$ cat config.mk
export PLATFORM = sky130hd
export DESIGN_NAME = uart_tx_fifo
export DESIGN_NICKNAME = d
export VERILOG_FILES = /design/src/rtl/uart_tx_fifo.sv
export SDC_FILE = /design/constraint.sdc
export NUM_CORES = 1
export LEC_CHECK = 0
export BUFFER_PORTS_ARGS = -buffer_cell sky130_fd_sc_hd__buf_2
export CORE_ASPECT_RATIO = 1.2
export CORE_MARGIN = 3
export CORE_UTILIZATION = 60
export DETAILED_ROUTE_END_ITERATION = 7
export PLACE_DENSITY = 0.79
export SYNTH_ARGS = -nofsm -noshare
export SYNTH_HDL_FRONTEND = slang
export SYNTH_SLANG_ARGS = --single-unit
$ cat constraint.sdc
create_clock -name clk -period 2.7 [get_ports clk]
set_input_delay 0.135 -clock clk [delete_from_list [all_inputs] [get_ports clk]]
set_output_delay 0.135 -clock clk [all_outputs]
set_load 0.005 [all_outputs]
$ cat src/rtl/uart_tx_fifo.sv
// uart_tx_fifo -- byte FIFO between a slower CPU clock domain and a UART
// transmitter, with an autonomous drain state machine.
//
// The CPU clock is never used as a clock here. It arrives already sampled
// twice into clk as data_clk; the pattern 2'b01 marks one CPU rising edge,
// so at most one byte is accepted per CPU edge however long wr_en stays high.
//
// Drain sequence: IDLE -> LOAD (latch head byte, pop) -> REQ (raise send_req)
// -> WAIT_ACK (hold send_req until the transmitter reports busy) ->
// WAIT_DONE (wait for the transmitter to go idle) -> IDLE.
//
// Ports
//   clk        in   system clock, all logic on the rising edge
//   reset      in   synchronous, active-high reset
//   data_clk   in   [1:0] two-stage sample of the CPU clock
//   wr_en      in   CPU write request
//   wr_byte    in   [7:0] byte to enqueue
//   tx_busy    in   transmitter busy
//   send_req   out  transmit request (registered)
//   tx_byte    out  [7:0] byte presented to the transmitter (registered)
//   fifo_full  out  occupancy == DEPTH (registered)
//   fifo_empty out  occupancy == 0 (registered)
//   count      out  [log2(DEPTH):0] occupancy (registered)
//   overflow   out  sticky dropped-write flag, only with UART_TX_FIFO_OVF_FLAG_EN
//
// Optional build macro: UART_TX_FIFO_OVF_FLAG_EN adds the overflow output.
// DEPTH must be a power of two between 4 and 64.

module uart_tx_fifo #(
    parameter int DEPTH = 16
) (
    input  logic                   clk,
    input  logic                   reset,
    input  logic [1:0]             data_clk,
    input  logic                   wr_en,
    input  logic [7:0]             wr_byte,
    input  logic                   tx_busy,
    output logic                   send_req,
    output logic [7:0]             tx_byte,
    output logic                   fifo_full,
    output logic                   fifo_empty,
`ifdef UART_TX_FIFO_OVF_FLAG_EN
    output logic                   overflow,
`endif
    output logic [$clog2(DEPTH):0] count
);

    localparam int AW = $clog2(DEPTH);
    localparam logic [AW:0]   FULL_COUNT = DEPTH[AW:0];
    localparam logic [AW:0]   CNT_ZERO   = {(AW + 1){1'b0}};
    localparam logic [AW:0]   CNT_ONE    = {{AW{1'b0}}, 1'b1};
    localparam logic [AW-1:0] PTR_ZERO   = {AW{1'b0}};
    localparam logic [AW-1:0] PTR_ONE    = {{(AW - 1){1'b0}}, 1'b1};

    typedef enum logic [2:0] {
        IDLE      = 3'd0,
        LOAD      = 3'd1,
        REQ       = 3'd2,
        WAIT_ACK  = 3'd3,
        WAIT_DONE = 3'd4
    } state_t;

    state_t        state_r;
    state_t        state_next_s;
    logic [7:0]    mem_r [DEPTH];
    logic [AW-1:0] wr_ptr_r;
    logic [AW-1:0] rd_ptr_r;
    logic [AW:0]   count_next_s;
    logic          cpu_edge_s;
    logic          wr_accept_s;
    logic          pop_s;
    logic          send_req_next_s;

    // A write is taken only on a CPU edge and only if the registered full flag
    // is low, so a pop in the same cycle never makes room for a full-FIFO write.
    assign cpu_edge_s  = (data_clk == 2'b01);
    assign wr_accept_s = cpu_edge_s & wr_en & ~fifo_full;
    // LOAD is only entered with a non-empty FIFO and nothing else pops, so
    // the pop can never underflow.
    assign pop_s       = (state_r == LOAD);

    // Next occupancy: a simultaneous write and pop cancel out.
    always_comb begin
        count_next_s = count;
        if (wr_accept_s && !pop_s) begin
            count_next_s = count + CNT_ONE;
        end else if (!wr_accept_s && pop_s) begin
            count_next_s = count - CNT_ONE;
        end else begin
            count_next_s = count;
        end
    end

    // Drain FSM next-state decode.
    always_comb begin
        state_next_s = state_r;
        case (state_r)
            IDLE: begin
                if (!fifo_empty && !tx_busy) begin
                    state_next_s = LOAD;
                end else begin
                    state_next_s = IDLE;
                end
            end
            LOAD:     state_next_s = REQ;
            REQ:      state_next_s = WAIT_ACK;
            WAIT_ACK: begin
                if (tx_busy) begin
                    state_next_s = WAIT_DONE;
                end else begin
                    state_next_s = WAIT_ACK;
                end
            end
            WAIT_DONE: begin
                if (!tx_busy) begin
                    state_next_s = IDLE;
                end else begin
                    state_next_s = WAIT_DONE;
                end
            end
            default:  state_next_s = IDLE;
        endcase
    end

    // send_req is registered from the next state so it is high exactly
    // while the FSM sits in REQ or WAIT_ACK.
    assign send_req_next_s = (state_next_s == REQ) || (state_next_s == WAIT_ACK);

    // Storage array; no reset needed, reads only reach written entries.
    always_ff @(posedge clk) begin
        if (wr_accept_s) begin
            mem_r[wr_ptr_r] <= wr_byte;
        end
    end

    // Pointers, occupancy, flags, FSM state and transmitter-facing outputs.
    always_ff @(posedge clk) begin
        if (reset) begin
            wr_ptr_r   <= PTR_ZERO;
            rd_ptr_r   <= PTR_ZERO;
            count      <= CNT_ZERO;
            fifo_full  <= 1'b0;
            fifo_empty <= 1'b1;
            state_r    <= IDLE;
            send_req   <= 1'b0;
            tx_byte    <= 8'h00;
        end else begin
            if (wr_accept_s) begin
                wr_ptr_r <= wr_ptr_r + PTR_ONE;
            end
            if (pop_s) begin
                rd_ptr_r <= rd_ptr_r + PTR_ONE;
                tx_byte  <= mem_r[rd_ptr_r];
            end
            count      <= count_next_s;
            fifo_full  <= (count_next_s == FULL_COUNT);
            fifo_empty <= (count_next_s == CNT_ZERO);
            state_r    <= state_next_s;
            send_req   <= send_req_next_s;
        end
    end

`ifdef UART_TX_FIFO_OVF_FLAG_EN
    // Sticky flag for any CPU write dropped because the FIFO was full.
    always_ff @(posedge clk) begin
        if (reset) begin
            overflow <= 1'b0;
        end else if (cpu_edge_s && wr_en && fifo_full) begin
            overflow <= 1'b1;
        end else begin
            overflow <= overflow;
        end
    end
`endif

endmodule

* Word-level counts from Yosys, hierarchy flattened *
Memories as Yosys holds them, arrays and structs flattened. A register that Yosys moved wholly into a read port is not among the register bits.
Cells that the tools add are included.

operators by class
  $add $sub $neg = 4
  equal/unequal tests = 8
  mux-type cells = 8
  bitwise logic cells = 3
  reduce and logical (&&, ||, !) cells = 10

operators with widths
  operator                                             number
  one-hot mux 3 bit (5 select lines)                   1
  equality test 3 x 2 -> 1 bit, second input constant  4
  two-way mux 5 bit                                    2
  adder 4 x 1 -> 4 bit, second input constant          2
  two-way mux 3 bit                                    2
  adder 5 x 1 -> 5 bit, second input constant          1
  equality test 5 bit, second input constant           1
  logical NOT 5 bit                                    1
  subtractor 5 x 1 -> 5 bit, second input constant     1
  logical NOT 1 bit                                    4
  equality test 3 x 1 -> 1 bit, second input constant  1
  equality test 3 bit, second input constant           1
  logical AND 1 bit                                    3
  logical NOT 3 bit                                    1
  two-way mux 1 bit                                    3
  bitwise AND 1 bit                                    2
  equality test 2 x 1 -> 1 bit, second input constant  1
  logical OR 1 bit                                     1
  inverter 1 bit                                       1

word-level totals
  register bits = 19
  memory bits (writable) = 128
  bits of input ports = 14
  output and inout port bits = 16
  memories kept = 1

memory list
  memory  words  bits a word  rd ports  clocked after Yosys merged registers in  write ports  line  RTL
  mem_r   16     8            1         1                                        1            65    logic [7:0] mem_r [DEPTH];

* Longest topological paths before layout *
Gate-level depths: netlist of run 1.

  depth in word-level cells = 8
  depth in mapped cells = 7
  mapped depth without buffers = 6

* Least setup slack after synthesis of run 1 *
Ideal clock, no wire load.

  kind = register to register
  from = reg fifo_full
  to = mem mem_r[3][0] (enable)
  data arrival time = 1513 ps
  data required time = 2317 ps
  path slack = 804 ps
  cell stages (with the launch flop) = 5
  period minus slack after synthesis = 1896 ps
  cell sequence = dfxtp_1 and4bb_2 buf_2 nand2_1 nor3_1

on the way
  cells in the longest elaborated chain, start to end = 4

RTL lines
  what                                     line  RTL
  start: declaration                       40    output logic fifo_full,
  start signal: assignment                 156   fifo_full <= (count_next_s == FULL_COUNT);
  inverter 1 bit                           77    assign wr_accept_s = cpu_edge_s & wr_en & ~fifo_full;
  bitwise AND 1 bit                        77
  two-way mux 1 bit                        131   if (wr_accept_s) begin
  two-way mux 1 bit (implied by the code)  132   mem_r[wr_ptr_r] <= wr_byte;
  end: declaration                         65

No other way between the ends.

* Worst setup path in the final report of run 1 *
  from = reg fifo_full
  to = mem mem_r[8][2] (enable)

The elaborated chain is that of the path after synthesis.

==> results of run 1 <==
cells in the mapped netlist (2+ instances only):
library cell  number  area (sq um)
nand3_1            2          10.0
ha_1               7          87.6
buf_1              6          22.5
nand4_1            3          18.8
o21ai_0            9          45.0
buf_2              5          25.0
nor3_1             6          30.0
edfxtp_1         128          3840
and2_1             2          12.5
nor3b_1            2          15.0
nor2b_1            3          18.8
mux4_2            32           721
inv_1              6          22.5
nor2_1            27           101
xor2_1             5          43.8
nand2_1           24          90.1
a22o_1            16           140
a211oi_1           2          15.0
xnor2_1            3          26.3
a31oi_1            3          18.8
buf_4              3          22.5
nand2b_1           3          18.8
a21oi_1           13          65.1
clkbuf_1           7          26.3
dfxtp_1           27           541
power breakdown:
| group | switching, mW | total (mW) | internal, mW | leakage [nW] |
|---|---|---|---|---|
| clock network | 0.926 | 2.19 | 1.26 | 0.252 |
| logic | 0.379 | 0.725 | 0.347 | 0.718 |
| registers | 0.0658 | 2.72 | 2.65 | 1.37 |
| total | 1.37 | 5.63 | 4.26 | 2.34 |
per-stage QoR:
stage	instances	total power [mW]	area, sq um	hold WS (ps)
floorplan	360	3.28	6160	234
global placement	505	3.47	6490	377
detailed placement	505	3.50	6490	387
CTS	538	5.66	7050	104
global route	538	5.83	7050	114
finish	538	5.63	7050	113
layout make-up:
cell class | instances | area (sq um)
repair buffers | 45 | 280
well taps | 123 | 154
multi-input cells | 177 | 1660
flip-flops and latches | 155 | 4390
clock inverters | 15 | 128
fillers | 606 | 2710
clock buffers | 17 | 425
inverters | 6 | 22.5
metal layers:
metal  routed length [um]  share of wire (%)
met5                    0                  0
met4                  442                3.6
met1                 4800                 39
met2                 6180                 51
met3                  747                6.1
registers in the layout, indices dropped and copies added, names as in the netlist:
register	cells
wr_ptr_r	4
fifo_empty	1
rd_ptr_r	4
state_r	3
count	5
mem_r	128
fifo_full	1
send_req	1
tx_byte	8
logic make-up after synthesis:
logic type / count (synthesis) / share of synthesized area [%]
simple gates: 81 / 7.00
flops: 155 / 71.1
fa+ha+maj: 7 / 1.42
compound gates: 49 / 5.62
buf+inv: 28 / 2.01
xor+xnor: 8 / 1.14
mux: 32 / 11.7
what timing repair did:
action                    4_1_cts  5_1_grt
hold buffers                    1        0
setup buffers                   0        0
hold endpoints to repair        3        0
worst max path at each step:
stage / startpoint / endpoint / slack (ps) / depth (start not counted)
final: fifo_full / mem_r[8][2] / 740 / 3
after global routing: fifo_full / mem_r[15][5] / 590 / 3
after CTS: fifo_full / mem_r[15][5] / 750 / 3
after detailed placement: fifo_full / mem_r[15][5] / 750 / 3
after global placement: fifo_full / mem_r[7][2] / 740 / 3
after floorplan: fifo_full / mem_r[3][0] / 800 / 4
==> flow_summary.yaml, run 1 <==
critical_path:
  max_stage_delay_ps: 630
  cp_top_family: "simple AND/OR/NAND/NOR gates"
  worst_r2r_endpoint: "mem_r[8][2]"
  ff2ff_path_depth: 3
  slowest_stage: "nor2_1"
  worstPathMaxFanout: 11
  endpoint_kind: "flip-flop"
  reg2reg_slack_ps: 740
  startpoint_type: "flip-flop"
  cp_num_buf_inv: 0
  worstPathRequired_ps: 2750
  path_class: "flip-flop to flip-flop"
  worstReg2RegStart: "fifo_full"
  worstPathCellList: "and4bb_2, nand2_1, nor2_1"
  critical_path_arrival_ps: 2010
synthesis:
  synth.net_count: 381
  seq_area_frac_synth_pct: 71.1
  synthesis.area_sq_mm: 0.00616
  async_reset_ff_share_pct: 0
  syn_area_per_cell_sq_um: 17.1
  synthCells: 360
  yosys_register_bits: 155
  synth_warnings: 0
  synthFlopType: "edfxtp_1"
  synth-edff-count: 128
  ys_types: 41
timing:
  rsz0062_at_grt: "false"
  slew-limit-headroom_pct: 48.0
  drv_slew: 0
  tns_ps: 0
  timing.final.ws_setup_ps: 741
  skew_ps: 6.37
  max_freq_mhz: 510
  min_period_ps: 1960
  period_share_pct: 72.6
  hold_viol: 0
  setup_viol: 0
  worst_pin_slew_ps: 778
clock_network:
  clk_pin_slew_ps: 60
  cts_root_buffer: "clkbuf_16"
  cts_buffer_depth: 2
  cts_tree: "built"
  cts.sinks: 155
  htreeDepth: 4
  cts_resized: 0
  clock_latency_ps: 420
  cts_buffers: 17
placement:
  portBuffers: 29
  pre_cts_ws_ps: 751
  gp_congestion: 0.849
  place.detailed.hpwl_mm: 7.43
run_status:
  status: "finished clean"
pwr:
  leakage_nw: 2.34
  power_per_cell_area_mw_per_mm2: 799
  irDropWorstVdd_uv: 544
die:
  start_util_pct: 63.2
  core_area_sq_mm: 0.00976
  die_w_um: 98.5
  die-height_um: 117
  io_pins: 30
  fp.dieArea_sq_mm: 0.0115
  rows: 39
global_route:
  grt_util_met3_pct: 5.57
  grt_pass1_wl_mm: 19.5
  gr-usage-all-layers_pct: 23.4
  grt_use_met1_pct: 30.7
  first_global_vias: 3500
  use_met2_pct: 37.6
  grt-busiest-layer: "met2"
  grt_start_max_net_pins: 36
  antenna_found_initial: 0
  grt_overflow: 0
drt:
  wl_per_cell_um: 22.6
  drcViolationCount: 0
  vias: 3358
  drtPass1Iterations: 5
  wirelength_mm: 12.2
  avgViaCountPerCell: 6.24
  drtAntennaViolNets: 0
  drtIter0Drc: 320
final_layout:
  finalNetCount: 423
  layout_commonest_cell: "edfxtp_1"
  layout_common_cells: "edfxtp_1 (128), mux4_2 (32), buf_2 (29)"
  diodes: 0
  drive_gt1_share_pct: 28.0
  postLayoutCoreUtil_pct: 72.3
  syn2layout_area_growth_pct: 14.4
worst_hold_path:
  hold_path_class: "input port to flip-flop"
  holdPathEnd: "mem_r[8][6]"
  min_from: "wr_byte[6]"
  whs_path_depth: 1
flow_run:
  max-cap-violations: 0
(Power assumes the default switching activity.)
==> inputs of run 2 (changes only) <==
Settings changed: CORE_UTILIZATION 60 to 55, PLACE_DENSITY 0.79 to 0.76.
Clock period 2.7 ns to 1.8 ns, I/O delays scaled along.
==> flow_summary.yaml, run 2 (synthesis gave the netlist of run 1 again) <==
drt:
  wl_per_cell_um: 24.6
  met1_length_mm: 5.28
  drtPass1Iterations: 5
  drtAntennaViolNets: 0
  drcViolationCount: 0
  drtIter0Drc: 276
  wl_met3_um: 907
  vias: 3425
  wirelength_mm: 13.8
  avgViaCountPerCell: 6.09
  route.met2.wl_mm: 7.36
  topRoutingLayerUsed: "met4"
clock_network:
  cts_tree: "built"
  cts_buffer_depth: 2
  htreeDepth: 4
  cts_root_buffer: "clkbuf_16"
  cts.sinks: 155
  clk_pin_slew_ps: 60
  cts_buffers: 17
  clock_latency_ps: 420
critical_path:
  crit_start: "rd_ptr_r[0]"
  worstPathMaxFanout: 5
  endpoint_kind: "flip-flop"
  path_class: "flip-flop to flip-flop"
  critical_path_arrival_ps: 2090
  worstReg2RegStart: "rd_ptr_r[0]"
  startpoint_type: "flip-flop"
  worstPathRequired_ps: 2080
die:
  die-height_um: 122
  fp.dieArea_sq_mm: 0.0125
  io_pins: 30
  start_util_pct: 57.5
  die_w_um: 103
  rows: 41
  core_area_sq_mm: 0.0107
final_layout:
  diodes: 0
  syn2layout_area_growth_pct: 19.1
  layout_commonest_cell: "edfxtp_1"
  finalNetCount: 441
  largest_reg_flops: 128
  seq_area_sq_mm: 0.00439
  num-fill-cells: 666
  design_area_sq_mm: 0.00734
  top_register: "mem_r"
  layout_common_cells: "edfxtp_1 (128), mux4_2 (32), buf_2 (29)"
  drive_gt1_share_pct: 31.9
  largestRegisters: "mem_r (128), tx_byte (8), count (5)"
  multi_input_area_sq_mm: 0.00168
  postLayoutCoreUtil_pct: 68.5
timing:
  timing.final.ws_setup_ps: -6.04
  hold_viol: 0
  min_period_ps: 1810
  period_share_pct: 100
  skew_ps: 8.66
  worst_pin_slew_ps: 562
  drv_slew: 0
  rsz0062_at_grt: "true"
  setup_viol: 1
  slew-limit-headroom_pct: 62.4
  max_freq_mhz: 554
global_route:
  gr-usage-all-layers_pct: 22.9
  grt_start_max_net_pins: 36
  first_global_vias: 3396
  antenna_found_initial: 0
  grt_overflow: 0
  grt_pass1_wl_mm: 20.0
worst_hold_path:
  min_from: "wr_byte[3]"
  hold_path_class: "input port to flip-flop"
pwr:
  leakage_nw: 2.50
  irDropWorstVdd_uv: 593
  power_per_cell_area_mw_per_mm2: 1220
run_status:
  failed_checks: "setup timing"
  status: "finished, violations left"
placement:
  gp_congestion: 0.781
  placed_area_sq_mm: 0.00662
  place.detailed.hpwl_mm: 8.01
  portBuffers: 29
flow_run:
  max-cap-violations: 0
-- run 2: worst paths after layout --
kind | end | cells after the start | slack [ps]
setup / recovery | tx_byte[1] | 5 | -6
hold / removal | mem_r[4][3] | 1 | 80
setup reg to reg | tx_byte[1] | 5 | -6
hold reg to reg | tx_byte[7] | 2 | 460
-- run 2: routing by layer --
metal	up-vias	track usage, %
met4	0	7.55
met2	142	38.4
met1	1730	29.2
met3	19	5.84
met5	-	0
li1	1534	-
-- run 2: timing repair --
| action | CTS | global route |
|---|---|---|
| endpoints found under the hold margin | 3 | 0 |
| hold buffers | 1 | 0 |
| endpoints found under the setup margin | 3 | 7 |
| gates cloned | 1 | 2 |
| buffers inserted | 0 | 5 |
| pin swaps | 0 | 5 |
| gates resized for setup | 5 | 4 |
-- run 2: power breakdown --
group | total, mW | internal (mW) | switching, mW
logic | 1.30 | 0.677 | 0.619
clock network | 3.59 | 2.18 | 1.41
registers | 4.10 | 3.98 | 0.113
-- run 2: area by class of cell --
type,instances,area share [%]
Sequential cell,155,59.7
Multi-Input combinational cell,177,22.8
Timing Repair Buffer,63,6.75
Clock buffer,18,5.84
Clock inverter,14,2.33
Tap cell,129,2.20
Inverter,6,0.307
-- run 2: critical path, stage by stage (launching register included) --
cell       delay [ps]
dfxtp_4           450
clkbuf_16         190
mux4_2            550
a22o_1            250
o21ai_1           140
a21oi_1            70
-- run 2: per-stage QoR --
step	instances	power (mW)	hold WS [ps]	setup TNS (ps)	setup WS, ps
floorplan	360	4.93	189	0	6.33
global placement	521	5.26	323	-4.58	-4.58
detailed placement	521	5.30	333	-30.0	-18.8
CTS	555	8.90	60.5	0	0.633
global route	562	9.27	69.9	-141	-40.9
finish	562	8.99	77.1	-6.04	-6.04
==> inputs of run 3 (changes only) <==
Settings changed: BUFFER_PORTS_ARGS -buffer_cell sky130_fd_sc_hd__buf_2 to not set, CORE_UTILIZATION 55 to 57, DONT_BUFFER_PORTS set to 1, HOLD_SLACK_MARGIN set to 0.15.
==> flow_summary.yaml, run 3 (synthesis gave the netlist of run 1 again) <==
run_status:
  status: "finished, violations left"
  failed_checks: "hold timing"
global_route:
  first_global_vias: 3510
  grt_pass1_wl_mm: 20.7
  grt_overflow: 0
  antenna_found_initial: 1
  grt_start_max_net_pins: 36
  gr-usage-all-layers_pct: 24.0
final_layout:
  instances_no_fill: 552
  syn2layout_area_growth_pct: 20.0
  drive_gt1_share_pct: 28.0
  largestRegisters: "mem_r (128), tx_byte (8), count (5)"
  num-fill-cells: 616
  finalNetCount: 433
  largest_reg_flops: 128
  layout_commonest_cell: "edfxtp_1"
  layout_common_cells: "edfxtp_1 (128), buf_4 (35), mux4_2 (32)"
  top_register: "mem_r"
critical_path:
  critPathCapture: "tx_byte[5]"
  crit_start: "rd_ptr_r[0]"
  worstReg2RegStart: "rd_ptr_r[0]"
  ff2ff_path_depth: 6
  path_class: "flip-flop to flip-flop"
  endpoint_kind: "flip-flop"
  startpoint_type: "flip-flop"
  worstPathMaxFanout: 10
  reg2reg_slack_ps: 60
  worst_r2r_endpoint: "tx_byte[5]"
  worstPathRequired_ps: 2110
  critical_path_arrival_ps: 2050
placement:
  gp_congestion: 0.753
  place.detailed.hpwl_mm: 7.83
  dpl.cell_count: 492
  portBuffers: 0
clock_network:
  cts.sinks: 155
  clk_pin_slew_ps: 60
  cts_root_buffer: "clkbuf_16"
  htreeDepth: 4
  cts_tree: "built"
  cts_buffers: 17
  cts_hold_buf: 15
  cts_buffer_depth: 2
  clock_latency_ps: 420
timing:
  drv_slew: 0
  setup_viol: 0
  max_freq_mhz: 575
  skew_ps: 8.79
  min_period_ps: 1740
  slew-limit-headroom_pct: 51.1
  hold_ws_ps: -268
  hold_viol: 21
  tns_ps: 0
  worst_pin_slew_ps: 731
  rsz0062_at_grt: "false"
  period_share_pct: 96.6
drt:
  drcViolationCount: 0
  avgViaCountPerCell: 6.20
  vias: 3421
  wl_per_cell_um: 24.6
  drtPass1Iterations: 4
  wirelength_mm: 13.6
  drtIter0Drc: 347
  drtAntennaViolNets: 0
die:
  io_pins: 30
  rows: 40
  core_area_sq_mm: 0.0103
  die_w_um: 101
  fp.dieArea_sq_mm: 0.0121
  die-height_um: 120
  start_util_pct: 60.1
pwr:
  irDropWorstVdd_uv: 790
  leakage_nw: 2.48
  power_per_cell_area_mw_per_mm2: 1240
worst_hold_path:
  hold_path_class: "input port to flip-flop"
flow_run:
  max-cap-violations: 0
run 3: changes by cell type in the layout (fill, tap and decap cells not counted), moves of 2 or more:
cell / before / now
buf_2: 29 / 0
dlygate4sd3_1: 1 / 15
buf_4: 27 / 35
inv_6: 1 / 5
clkinv_4: 3 / 0
o21ai_0: 2 / 5
o21ai_1: 7 / 4
buf_6: 0 / 2
clkinvlp_4: 5 / 3
run 3: worst min path at each step:
stage	from	endpoint	slack, ps	depth (start not counted)
final	reset	tx_byte[6]	-270	1
after detailed placement	reset	tx_byte[5]	160	1
after global routing	reset	tx_byte[5]	-290	1
after floorplan	wr_byte[0]	mem_r[0][0]	190	0
after global placement	reset	tx_byte[6]	160	1
after CTS	reset	tx_byte[4]	-280	1
run 3: final cells by class:
cell class / instances / area (sq um) / share of cell area, %
clock buffer: 20 / 447 / 6.04
inverter: 6 / 22.5 / 0.305
multi-input combinational: 177 / 1690 / 22.9
antenna: 1 / 2.50 / 0.0338
timing repair buffer: 55 / 500 / 6.77
tap: 126 / 158 / 2.13
sequential: 155 / 4390 / 59.3
clock inverter: 12 / 186 / 2.52
run 3: through the flow:
step	instance area (sq um)	hold slack, ps	setup slack [ps]	util [%]	power [mW]
after global placement	6480	163	46.5	63.1	5.16
after floorplan	6190	189	6.33	-	4.93
after global routing	7400	-286	13.9	72.1	9.51
after detailed placement	6480	164	0.506	63.1	5.19
final	7400	-268	60.4	72.1	9.17
after CTS	7260	-278	11.7	70.8	9.05
run 3: metal layers:
layer  up-vias  share of wire, %  global-route usage [%]
met5         -                 0                       0
met4         0               2.1                    8.89
met3        17               8.2                    7.44
met2       152                52                    38.6
li1       1516                 -                       -
met1      1736                37                    30.8
run 3: critical path, stage by stage (launching register included):
cell	delay, ps
dfxtp_4	400
buf_12	150
buf_4	110
mux4_2	480
a22o_1	250
o21ai_0	150
a21oi_1	80
run 3: what timing repair did:
action,CTS,global route
pin swaps,0,3
buffers inserted,0,11
resized for setup,1,10
gates cloned,0,1
endpoints found under the hold margin,155,21
endpoints found under the setup margin,1,9
run 3: report_power, final:
| part | total (mW) | internal (mW) | switching (mW) | leakage [nW] |
|---|---|---|---|---|
| clock network | 3.80 | 2.38 | 1.42 | 0.299 |
| logic | 1.27 | 0.666 | 0.607 | 0.811 |
| registers | 4.10 | 3.98 | 0.112 | 1.37 |
| total | 9.17 | 7.03 | 2.14 | 2.48 |
